$ cat config.mk
export PLATFORM = sky130hd
export DESIGN_NAME = in_port_conditioner_flat
export DESIGN_NICKNAME = d
export VERILOG_FILES = /design/src/rtl/in_port_conditioner_if.sv /design/src/rtl/in_port_conditioner.sv /design/src/flat_wrapper.sv
export SDC_FILE = /design/constraint.sdc
export NUM_CORES = 1
export LEC_CHECK = 0
export BUFFER_PORTS_ARGS = -buffer_cell sky130_fd_sc_hd__buf_4
export CAP_MARGIN = 20
export CELL_PAD_IN_SITES_DETAIL_PLACEMENT = 1
export CELL_PAD_IN_SITES_GLOBAL_PLACEMENT = 1
export CORE_MARGIN = 2
export CORE_UTILIZATION = 48
export DETAILED_ROUTE_END_ITERATION = 7
export PLACE_DENSITY_LB_ADDON = 0.1
export SYNTH_ARGS = -nofsm -noshare
export SYNTH_HDL_FRONTEND = slang
export SYNTH_SLANG_ARGS = --single-unit
$ cat constraint.sdc
create_clock -name clk -period 2.5 [get_ports clk]
set_clock_uncertainty 0.2 [all_clocks]
set_input_delay 0.5 -clock clk [delete_from_list [all_inputs] [get_ports clk]]
set_output_delay 0.5 -clock clk [all_outputs]
set_load 0.02 [all_outputs]
$ cat src/rtl/in_port_conditioner_if.sv
// ---------------------------------------------------------------------------
// in_port_conditioner_if
//   Bundles the raw button/switch nibbles going into the conditioner and the
//   debounced nibbles plus change pulses coming out of it.
//
//   raw_in_0..2   : raw, asynchronous 4-bit nibbles (one per CPU input port)
//   IN_0..2       : debounced, registered nibbles feeding the core
//   port_changed  : bit p pulses for one cycle when IN_p changes
//
//   master : the side that drives raw levels and watches the conditioned ports
//   slave  : the conditioner itself
// ---------------------------------------------------------------------------
interface in_port_conditioner_if;
    logic [3:0] raw_in_0;
    logic [3:0] raw_in_1;
    logic [3:0] raw_in_2;
    logic [3:0] IN_0;
    logic [3:0] IN_1;
    logic [3:0] IN_2;
    logic [2:0] port_changed;

    modport master (
        output raw_in_0, raw_in_1, raw_in_2,
        input  IN_0, IN_1, IN_2, port_changed
    );

    modport slave (
        input  raw_in_0, raw_in_1, raw_in_2,
        output IN_0, IN_1, IN_2, port_changed
    );
endinterface

$ cat src/rtl/in_port_conditioner.sv
// ---------------------------------------------------------------------------
// in_port_conditioner
//   Synchronizes and debounces the three raw 4-bit input nibbles that feed
//   IN_0..IN_2 of the CPU core. Each of the 12 bits has its own synchronizer
//   chain and stability counter; a bit's stable value only moves after the
//   synchronized bit has disagreed with it for DEBOUNCE_CYCLES consecutive
//   clocks. A one-cycle pulse on port_changed[p] accompanies every update of
//   IN_p.
//
//   clk    : system clock, all state on the rising edge
//   reset  : synchronous, active-low; clears synchronizers, counters, outputs
//   bus    : slave side of in_port_conditioner_if (raw in, debounced out)
// ---------------------------------------------------------------------------
module in_port_conditioner #(
    parameter int SYNC_STAGES     = 2,
    parameter int DEBOUNCE_CYCLES = 4
) (
    input  logic                  clk,
    input  logic                  reset,
    in_port_conditioner_if.slave  bus
);

    localparam int NBITS = 12;
    localparam int CNT_W = $clog2(DEBOUNCE_CYCLES + 1);
    // Count value reached on the last disagreeing cycle before the update.
    localparam logic [CNT_W-1:0] CNT_LAST = CNT_W'(DEBOUNCE_CYCLES - 1);

    logic [NBITS-1:0] raw_s;
    logic [NBITS-1:0] sync_q [SYNC_STAGES];
    logic [NBITS-1:0] sync_s;
    logic [CNT_W-1:0] cnt_q  [NBITS];
    logic [CNT_W-1:0] cnt_d  [NBITS];
    logic [NBITS-1:0] stable_q;
    logic [NBITS-1:0] stable_d;
    logic [NBITS-1:0] upd_s;
    logic [2:0]       changed_q;
    logic [2:0]       changed_d;

    // Port p occupies bits [4p+3:4p] of the flattened vectors.
    assign raw_s  = {bus.raw_in_2, bus.raw_in_1, bus.raw_in_0};
    assign sync_s = sync_q[SYNC_STAGES-1];

    // Synchronizer chains: stage 0 captures the raw level, last stage feeds the filter.
    always_ff @(posedge clk) begin
        if (!reset) begin
            for (int i = 0; i < SYNC_STAGES; i++) begin
                sync_q[i] <= '0;
            end
        end else begin
            sync_q[0] <= raw_s;
            for (int i = 1; i < SYNC_STAGES; i++) begin
                sync_q[i] <= sync_q[i-1];
            end
        end
    end

    // Per-bit stability filter and per-port change detection.
    always_comb begin
        stable_d = stable_q;
        upd_s    = '0;
        for (int b = 0; b < NBITS; b++) begin
            cnt_d[b] = '0;
            if (sync_s[b] != stable_q[b]) begin
                if (cnt_q[b] == CNT_LAST) begin
                    // Deviation has lasted long enough: accept it and restart.
                    stable_d[b] = sync_s[b];
                    upd_s[b]    = 1'b1;
                    cnt_d[b]    = '0;
                end else begin
                    cnt_d[b] = cnt_q[b] + CNT_W'(1);
                end
            end else begin
                // Any agreement discards a partial count, so glitches never accumulate.
                cnt_d[b] = '0;
            end
        end
        changed_d[0] = |upd_s[3:0];
        changed_d[1] = |upd_s[7:4];
        changed_d[2] = |upd_s[11:8];
    end

    // Filter state, stable values and change pulses.
    always_ff @(posedge clk) begin
        if (!reset) begin
            stable_q  <= '0;
            changed_q <= 3'b000;
            for (int b = 0; b < NBITS; b++) begin
                cnt_q[b] <= '0;
            end
        end else begin
            stable_q  <= stable_d;
            changed_q <= changed_d;
            for (int b = 0; b < NBITS; b++) begin
                cnt_q[b] <= cnt_d[b];
            end
        end
    end

    assign bus.IN_0         = stable_q[3:0];
    assign bus.IN_1         = stable_q[7:4];
    assign bus.IN_2         = stable_q[11:8];
    assign bus.port_changed = changed_q;

endmodule

$ cat src/flat_wrapper.sv
// flat-port wrapper written by rule: the top's interface ports become plain ports
module in_port_conditioner_flat 
#(
    parameter int SYNC_STAGES     = 2,
    parameter int DEBOUNCE_CYCLES = 4
)
  (clk, reset, bus_raw_in_0, bus_raw_in_1, bus_raw_in_2, bus_IN_0, bus_IN_1, bus_IN_2, bus_port_changed);
  in_port_conditioner_if bus_i ();
  input  logic clk;
  input  logic reset;
  input wire logic [$bits(bus_i.raw_in_0)-1:0] bus_raw_in_0;
  input wire logic [$bits(bus_i.raw_in_1)-1:0] bus_raw_in_1;
  input wire logic [$bits(bus_i.raw_in_2)-1:0] bus_raw_in_2;
  output wire logic [$bits(bus_i.IN_0)-1:0] bus_IN_0;
  output wire logic [$bits(bus_i.IN_1)-1:0] bus_IN_1;
  output wire logic [$bits(bus_i.IN_2)-1:0] bus_IN_2;
  output wire logic [$bits(bus_i.port_changed)-1:0] bus_port_changed;
  assign bus_i.raw_in_0 = bus_raw_in_0;
  assign bus_i.raw_in_1 = bus_raw_in_1;
  assign bus_i.raw_in_2 = bus_raw_in_2;
  assign bus_IN_0 = bus_i.IN_0;
  assign bus_IN_1 = bus_i.IN_1;
  assign bus_IN_2 = bus_i.IN_2;
  assign bus_port_changed = bus_i.port_changed;
  in_port_conditioner #(.SYNC_STAGES(SYNC_STAGES), .DEBOUNCE_CYCLES(DEBOUNCE_CYCLES)) u_core (.clk(clk), .reset(reset), .bus(bus_i));
endmodule
# [Word-level counts from Yosys, hierarchy flattened]
# Memory sizes are Yosys's and may differ from the RTL's.
# Index checks and enable logic that the tools add are counted.
[word_totals] ramBits=60 mem_count=2 latch_bits=0 mem_bits_ro=0 reg_bits=15
[memory_table] memory="u_core.cnt_q" depth=12 width=3 rd=12 rd_ports_with_merged_regs=0 wr=12 line="in_port_conditioner.sv:31" rtl="logic [CNT_W-1:0] cnt_q [NBITS];"
[memory_table] memory="u_core.sync_q" depth=2 width=12 rd=2 rd_ports_with_merged_regs=0 wr=2 line="in_port_conditioner.sv:29" rtl="logic [NBITS-1:0] sync_q [SYNC_STAGES];"
[classes] div_mod_pow=0 n_reduce_logical=15 muxes=64 n_bitwise=14 mul=0 shifts=0 n_lt_le_gt_ge=0 n_eq_ne=24 add_sub_neg=12
[ops] operator="$mux 3" count=36
[ops] operator="$add 3x1->3 const B" count=12
[ops] operator="$eq 3x2->1 const B" count=12
[ops] operator="$mux 1" count=26
[ops] operator="$mux 12" count=2
[ops] operator="$reduce_and 2->1" count=12
[ops] operator="$or 1x1->1" count=14
[ops] operator="$ne 1x1->1" count=12
[ops] operator="$reduce_or 4->1" count=3

# [Logic depth before layout (Yosys ltp)]
# Gate-level depths: netlist (run 1).
[depth] ltp_word=4 ltp_mapped=4

# [Worst setup path after synthesis (run 1)]
# No wires, ideal clock.
[synth_timing] kind="register to register" startpoint="mem u_core.cnt_q[1][9] (netlist bit)" endpoint="mem u_core.cnt_q[1][10] (netlist bit)" arrival_ps=972 setup_slack_ps=1264 synth_period_minus_slack_ps=1236 path_stages_with_launch=5 path_cell_list="dfxtp_1 > ha_1 > ha_1 > nand3b_2 > nor2_1"
[synth_rtl] element="start: declaration" line="in_port_conditioner.sv:31"

# [Worst setup path after layout (run 1)]
[layout_timing] startpoint="reg u_core.stable_q[1]" endpoint="out bus_IN_0[1]"
[layout_rtl] element="start: declaration" line="in_port_conditioner.sv:33" rtl="logic [NBITS-1:0] stable_q;"
[layout_rtl] element="start signal: assignment" line="in_port_conditioner.sv:91" rtl="stable_q <= stable_d;"
[layout_rtl] element="end: declaration" line="flat_wrapper.sv:14" rtl="output wire logic [$bits(bus_i.IN_0)-1:0] bus_IN_0;"
# No word-level cell between the ends.

==> results of run 1 <==
## synth_stat cells, types with 2 or more instances
library cell	number
dfxtp_1	75
nor2_1	36
and2_1	24
ha_1	24
inv_1	24
mux2i_1	12
nor2b_1	12
xor2_1	12
nand3b_1	11
a22oi_1	6
a21boi_1	3
buf_2	2
## power by group
part / total (mW) / internal [mW] / switching (mW)
sequential: 1.23 / 1.22 / 0.00966
combinational: 0.0602 / 0.0325 / 0.0277
clock: 0.728 / 0.342 / 0.386
## metal layers
layer,up-vias,wire length (µm)
met5,-,0
met2,23,2013
met4,0,53
met1,779,1797
li1,842,-
met3,4,145
## worst min path at each step
stage	cells past startpoint	startpoint	slack, ns	endpoint
2_1_floorplan	1	u_core.cnt_q[1][9]	0.20	u_core.cnt_q[1][9]
5_1_grt	2	bus_raw_in_2[1]	0.16	u_core.sync_q[0][9]
3_3_place_gp	1	u_core.cnt_q[1][9]	0.21	u_core.cnt_q[1][9]
4_1_cts	2	bus_raw_in_0[3]	0.16	u_core.sync_q[0][3]
6_report	2	bus_raw_in_1[2]	0.18	u_core.sync_q[0][6]
3_5_place_dp	1	u_core.cnt_q[0][9]	0.21	u_core.cnt_q[0][9]
## logic make-up after synthesis
group           Yosys count  synth area share
flops                    75            0.5634
xor+xnor                 12           0.03944
mux                      12           0.04507
simple gates             84            0.1704
compound gates            9           0.02535
fa+ha+maj                24            0.1127
buf+inv                  29           0.04366
## layout make-up
cell class / instances / share of cell area
clock inverters: 4 / 0.006486
repair buffers: 28 / 0.06810
inverters: 24 / 0.02919
multi-input cells: 141 / 0.3393
flip-flops and latches: 75 / 0.4864
well taps: 72 / 0.02919
clock buffers: 10 / 0.04135
## registers in the layout (all words and copies together) (netlist names)
signal and flops:
u_core.sync_q 24, u_core.bus.port_changed 3, u_core.stable_q 12, u_core.cnt_q 36
## through the flow
| step | setup slack [ns] | cell area (µm²) | instances |
|---|---|---|---|
| after floorplan | 1.264 | 2665 | 245 |
| final | 0.9247 | 3087 | 354 |
| after global routing | 0.8700 | 3087 | 354 |
| after global placement | 1.050 | 2939 | 340 |
| after detailed placement | 1.020 | 2939 | 340 |
| after CTS | 0.9002 | 3087 | 354 |
==> metrics.yaml, run 1 <==
end_kind: "output port"
power_density_nw_per_um2: 653.3
row_count: 27
seqCellArea_um2: 1501
cts_tree: "done"
antenna_found_initial: 0
syn-num-nets: 283
crit_family: "flip-flops"
final_antenna_net_count: 0
rr_worst_depth: 4
die_h_um: 78.52
yosysWarnings: 0
portBuffers: 28
cp_num_buf_inv: 1
cp_cell_sequence: "buf_4"
synthToLayoutAreaGrowth_pct: 15.82
h-tree-depth: 3
synth.avg_cell_area_um2: 10.88
start_kind: "register"
critical_path_class: "register to output port"
finalNetCount: 317
utilization: 0.5675
setup.worst_path.end: "bus_IN_0[1]"
fin_hold_ws_ns: 0.1780
setup_viol: 0
regToRegStartpoint: "u_core.cnt_q[1][3]"
drtIter0Drc: 40
postCtsSetupRepairBufs: 0
slew_headroom: 0.7323
syn_inst: 245
r2r_end: "u_core.bus.port_changed[1]"
cts_buffer_depth: 2
grt_use_met3: 0.05977
period_share: 0.6301
status: "complete, no violations"
root_buffer: "clkbuf_8"
final_cell_mix: "dfxtp_1, nor2_1, buf_4"
grtUsageTotal: 0.1463
core_area_um2: 5439
path_depth: 1
grt_max_degree: 52
clock_latency_ns: 0.32
wl_mm: 4.010
die-area_um2: 6165
yosys-top-cells-area: "dfxtp_1, ha_1, and2_1, nor2_1, mux2i_1"
grt-ovfl-total: 0
routabilityCongestion: 0.6960
clk_pin_slew_ns: 0.07
first_pass_iters: 4
min-delay-path-class: "primary input to register"
vias: 1648
via_per_inst: 4.655
hold_viol_final: 0
seq_area_frac_synth: 0.5634
diodes: 0
rsz0062_at_grt: "no"
drv_slew: 0
cp_max_fo: 3
cts_sinks: 75
critPathRequiredTime_ns: 1.80
synthDistinctLibCells: 16
post_cts_resized: 0
synth_edf_count: 0
leakagePower_nw: 1.340
yosysTopAreaCell: "dfxtp_1"
netlist_area_um2: 2665
hold_buffers: 0
period_needed_ns: 1.575
drive_gt1_frac: 0.1489
tightest_slew_ns: 0.4016
synth_seq_cells: 75
busiest_layer: "met2"
use_met1: 0.1587
final_common_cell: "dfxtp_1"
first_global_vias: 1676
drc_errors: 0
maxCapViolations: 0
yosysTopAreaCellShare: 0.5634
multi_input_area_um2: 1047
io_pins: 29
finalSetupTns_ns: 0
startpoint: "u_core.stable_q[1]"
power_mw: 2.016
crit_arrival_ns: 0.88
ys_async_sr_fraction: 0
cts_buffers: 9
hpwl_mm: 2.929
initial_core_util: 0.4900
grt_pass1_wl_mm: 6.913
max_freq_mhz: 634.8
ir_worst_vdd_mv: 0.4158
crit_slowest_cell: "dfxtp_1"
fill_cells: 605
r2r_slack_ns: 1.10
die_x_um: 78.52
crit_path_max_incr_delay_ns: 0.39
wl_per_cell_um: 11.33
grt_use_met2: 0.2427
synth_ff_type: "dfxtp_1"
Note: power is estimated with default switching activity, not from simulation.
==> run 2, diff against run 1 <==
ABC_AREA = 1   (was unset)
CORE_UTILIZATION = 39   (was 48)
clock period = 1.25 ns   (was 2.5 ns; I/O delays follow)
==> metrics.yaml, run 2 <==
finalNetCount: 436
core_area_um2: 7176
initial_core_util: 0.3970
regMostFlops: "u_core.cnt_q"
maxCapViolations: 0
ir_worst_vdd_mv: 0.5860
diodes: 0
vias: 2213
tightest_slew_ns: 0.2202
grt-ovfl-total: 0
setup_viol: 6
die_x_um: 89.47
grtUsageTotal: 0.1692
reg.largest.list: "u_core.cnt_q x36, u_core.sync_q x24, u_core.stable_q x12"
first_pass_iters: 4
cts_tree: "done"
drv_slew: 0
grt_max_degree: 23
critPathRequiredTime_ns: 1.28
yosysTopAreaCell: "dfxtp_1"
rr_worst_depth: 6
drtIter0Drc: 32
period_share: 1.039
routabilityCongestion: 0.6975
power_density_nw_per_um2: 1132
grt_pass1_wl_mm: 10.26
h-tree-depth: 3
syn-num-nets: 371
critPathMostFrequentCell: "ha_4"
synth.avg_cell_area_um2: 8.556
violations: "setup timing"
wl_mm: 6.013
synth_compound_area_frac: 0.04216
synth_fa_ha_area_frac: 0.1054
fill_cells: 805
hold_viol_final: 0
root_buffer: "clkbuf_8"
worst_slack_ns: -0.04882
critical_path_class: "register to register"
period_needed_ns: 1.299
dp.cells: 459
synthDistinctLibCells: 13
row_count: 31
synth_seq_cells: 75
drc_errors: 0
muxShareOfSynthArea: 0
netlist_area_um2: 2849
cts_sinks: 75
cp_cell_sequence: "ha_4 > ha_4 > nand3_2 > nand2_2 > nor2_2 > nor2_1"
cp_max_fo: 4
synthToLayoutAreaGrowth_pct: 48.62
antenna_found_initial: 0
drive_gt1_frac: 0.4243
synth-simple-area-share: 0.2152
seq_area_frac_synth: 0.5270
hold_depth: 4
final_cell_mix: "inv_1, nand2_1, dfxtp_1"
crit_arrival_ns: 1.33
finalSetupTns_ns: -0.1275
largest_reg_flops: 36
yosys-top-cells-area: "dfxtp_1, ha_1, inv_1, nand2_1, nor2_1"
via_per_inst: 4.408
synth_common_cells: "dfxtp_1, inv_1, nand2_1"
synth-xor-area-share: 0
clk_pin_slew_ns: 0.08
min-delay-path-class: "primary input to register"
io_pins: 29
yosysWarnings: 0
synth_top_family_by_area: "simple AND/OR/NAND/NOR gates"
start_kind: "register"
crit_slowest_cell: "dfxtp_2"
clock_latency_ns: 0.34
status: "complete, but fails checks"
first_global_vias: 2339
yosysTopAreaCellShare: 0.5270
syn_inst: 333
wl_per_cell_um: 11.98
final_cells: 502
max_freq_mhz: 769.9
final_common_cell: "inv_1"
slew_headroom: 0.8516
leakagePower_nw: 1.815
hpwl_mm: 3.553
synth_ff_type: "dfxtp_1"
ys_async_sr_fraction: 0
rsz0062_at_grt: "yes"
crit_path_max_incr_delay_ns: 0.34
end_kind: "register"
die-area_um2: 8005
portBuffers: 28
final_antenna_net_count: 0
die_h_um: 89.47
synth.most_common_cell: "dfxtp_1"
synth_edf_count: 0
cts_buffers: 9
cts_buffer_depth: 2
## run 2: through the flow
step | power, mW | cell area, µm² | worst slack, ns | hold slack [ns] | utilization
global placement | 2.686 | 3216 | -0.1006 | 0.1959 | 0.4481
finish | 4.792 | 4234 | -0.04882 | 0.1484 | 0.5901
floorplan | 2.619 | 2864 | -0.01697 | 0.1476 | -
detailed placement | 2.692 | 3216 | -0.1258 | 0.2005 | 0.4481
CTS | 4.834 | 4079 | -0.04705 | 0.1469 | 0.5684
global route | 5.010 | 4234 | -0.1105 | 0.1835 | 0.5901
## run 2: worst paths after layout
check             slack [ns]           startpoint                         end
setup / recovery       -0.05   u_core.cnt_q[1][9]  u_core.bus.port_changed[1]
hold / removal          0.15                reset        u_core.sync_q[0][22]
setup reg to reg       -0.05   u_core.cnt_q[1][9]  u_core.bus.port_changed[1]
hold reg to reg         0.22  u_core.sync_q[0][4]        u_core.sync_q[0][16]
## run 2: layout make-up
class                      instances  area, µm²  area share
sequential                        75       1549      0.3658
timing repair buffer              59      554.3      0.1309
tap                               99      123.9     0.02926
multi-input combinational        180       1503      0.3549
clock buffer                      12      155.1     0.03664
clock inverter                     4      72.57     0.01714
inverter                          73      276.5     0.06531
## run 2: worst max-delay path: cells and delay by family, from the launching register on
family                   cells  cell delay (ns)
adder cells (fa/ha/maj)      2             0.34
flip-flops                   1             0.34
AND/OR/NAND/NOR              4             0.32
## run 2: kinds of logic (layout without fill, tap and decap cells)
logic type | after synthesis | after routing
adder cells (fa/ha/maj) | 24 | 24
AND/OR/NAND/NOR | 132 | 132
flip-flops | 75 | 75
buffers and inverters | 78 | 148
AO/OA/AOI/OAI | 24 | 24
## run 2: report_power, final
group          switching (mW)  internal [mW]
sequential             0.0252           2.43
combinational           0.120          0.125
clock                   0.857           1.23
## run 2: metal layers
metal / routed length (µm) / share of wire / track usage / vias to the layer above
li1: - / - / - / 1137
met4: 102 / 0.017 / 0.07327 / 0
met5: 0 / 0 / 0 / -
met3: 160 / 0.027 / 0.04801 / 8
met2: 3154 / 0.52 / 0.3030 / 25
met1: 2597 / 0.43 / 0.1857 / 1043
## run 2: what timing repair did
item | in CTS | in global routing
hold endpoints to repair | 12 | 0
setup buffers | 12 | 3
hold buffers | 12 | 0
resized for setup | 99 | 41
pin swaps | 29 | 35
setup endpoints to repair | 62 | 55
==> run 3, diff against run 2 <==
ABC_AREA = unset   (was 1)
CORE_MARGIN = 3   (was 2)
CORE_UTILIZATION = 41   (was 39)
==> metrics.yaml, run 3 (synthesis results as in run 1) <==
worst_slack_ns: -0.07404
period_needed_ns: 1.324
hold_viol_final: 0
dp.cells: 345
max_freq_mhz: 755.3
synthToLayoutAreaGrowth_pct: 48.69
cts_buffers: 9
pre_cts_ws_ns: -0.1098
power_mw: 4.558
antenna_found_initial: 0
period_share: 1.059
initial_core_util: 0.4372
via_per_inst: 4.723
cts_buffer_depth: 2
final_common_cell: "dfxtp_1"
drtIter0Drc: 35
critPathRequiredTime_ns: 1.26
first_pass_iters: 2
regMostFlops: "u_core.cnt_q"
status: "complete, but fails checks"
slew_headroom: 0.8446
regToRegStartpoint: "u_core.cnt_q[1][0]"
die_h_um: 86.63
power_density_nw_per_um2: 1150
maxCapViolations: 0
row_count: 28
final_cells: 386
worstHoldStart: "reset"
min-delay-path-class: "primary input to register"
ir_worst_vdd_mv: 0.8382
grt-ovfl-total: 0
cts_sinks: 75
leakagePower_nw: 1.527
critical_path_class: "register to register"
end_kind: "register"
io_pins: 29
fin_hold_ws_ns: 0.1390
routabilityCongestion: 0.6857
startpoint: "u_core.cnt_q[1][0]"
root_buffer: "clkbuf_8"
final_cell_mix: "dfxtp_1, dfxtp_2, nor2_1"
final_antenna_net_count: 0
die-area_um2: 7504
rsz0062_at_grt: "yes"
drive_gt1_frac: 0.4405
finalNetCount: 344
portBuffers: 28
clk_pin_slew_ns: 0.07
first_global_vias: 2000
grtUsageTotal: 0.1518
die_x_um: 86.63
largest_reg_flops: 36
reg.largest.list: "u_core.cnt_q x36, u_core.sync_q x24, u_core.stable_q x12"
vias: 1823
diodes: 0
wl_per_cell_um: 14.07
tightest_slew_ns: 0.2328
hpwl_mm: 2.883
setup_viol: 18
violations: "setup timing"
grt_max_degree: 28
finalSetupTns_ns: -0.4632
drv_slew: 0
grt_pass1_wl_mm: 8.666
cp_max_fo: 3
crit_arrival_ns: 1.34
drc_errors: 0
cts_tree: "done"
clock_latency_ns: 0.33
h-tree-depth: 3
wl_mm: 5.430
start_kind: "register"
core_area_um2: 6096
==> run 3: changes by cell type in the layout (fill, tap and decap cells not counted), moves of 12 or more <==
cell     previous run  this run
nor2b_1             0        12
inv_1              72        24
and2_1              0        24
nand3_2            20         0
nor2_4             12         0
nand2_1            51         0
==> run 3: repair_timing <==
action	CTS	global route
endpoints found under the hold margin	12	0
hold buffers	12	0
gates resized for setup	98	29
setup endpoints to repair	62	61
buffers inserted	11	2
gates cloned	0	0
pin swaps	27	30
==> run 3: metal layers <==
| layer | GRT usage | wire, µm |
|---|---|---|
| met1 | 0.1480 | 2040 |
| met3 | 0.05989 | 171 |
| met2 | 0.2858 | 3121 |
| met4 | 0.05524 | 96 |
| met5 | 0 | 0 |
==> run 3: critical path: stages (launching register included) <==
cell and delay (ns):
dfxtp_2 0.35, ha_4 0.14, ha_4 0.16, mux2i_2 0.25
nor2b_1 0.10
==> run 3: layout make-up <==
cell class                 instances  area, µm²
tap                               75      93.84
inverter                          24      90.09
fill                             599       2133
sequential                        75       1550
timing repair buffer              55      546.8
multi-input combinational        141       1475
clock inverter                     1      30.03
clock buffer                      15      176.4
==> run 3: worst paths after layout <==
path                                            end  cells after the start  slack [ns]
worst max-delay path             u_core.stable_q[4]                      4       -0.07
worst min-delay path            u_core.sync_q[0][8]                      3        0.14
worst max register to register   u_core.stable_q[4]                      4       -0.07
worst min register to register   u_core.cnt_q[0][9]                      1        0.22
==> run 3: per-stage QoR <==
step,cell area [µm²],util
2_1_floorplan,2665,-
3_3_place_gp,2983,0.4893
3_5_place_dp,2983,0.4893
4_1_cts,3822,0.6271
5_1_grt,3963,0.6500
6_report,3963,0.6500
==> run 3: report_power, final <==
part           leakage, nW  internal, mW  total (mW)  switching, mW
Combinational        0.794         0.111       0.184         0.0733
Clock                0.104          1.09        1.91          0.817
Sequential           0.629          2.44        2.47         0.0301
Total                 1.53          3.64        4.56          0.920
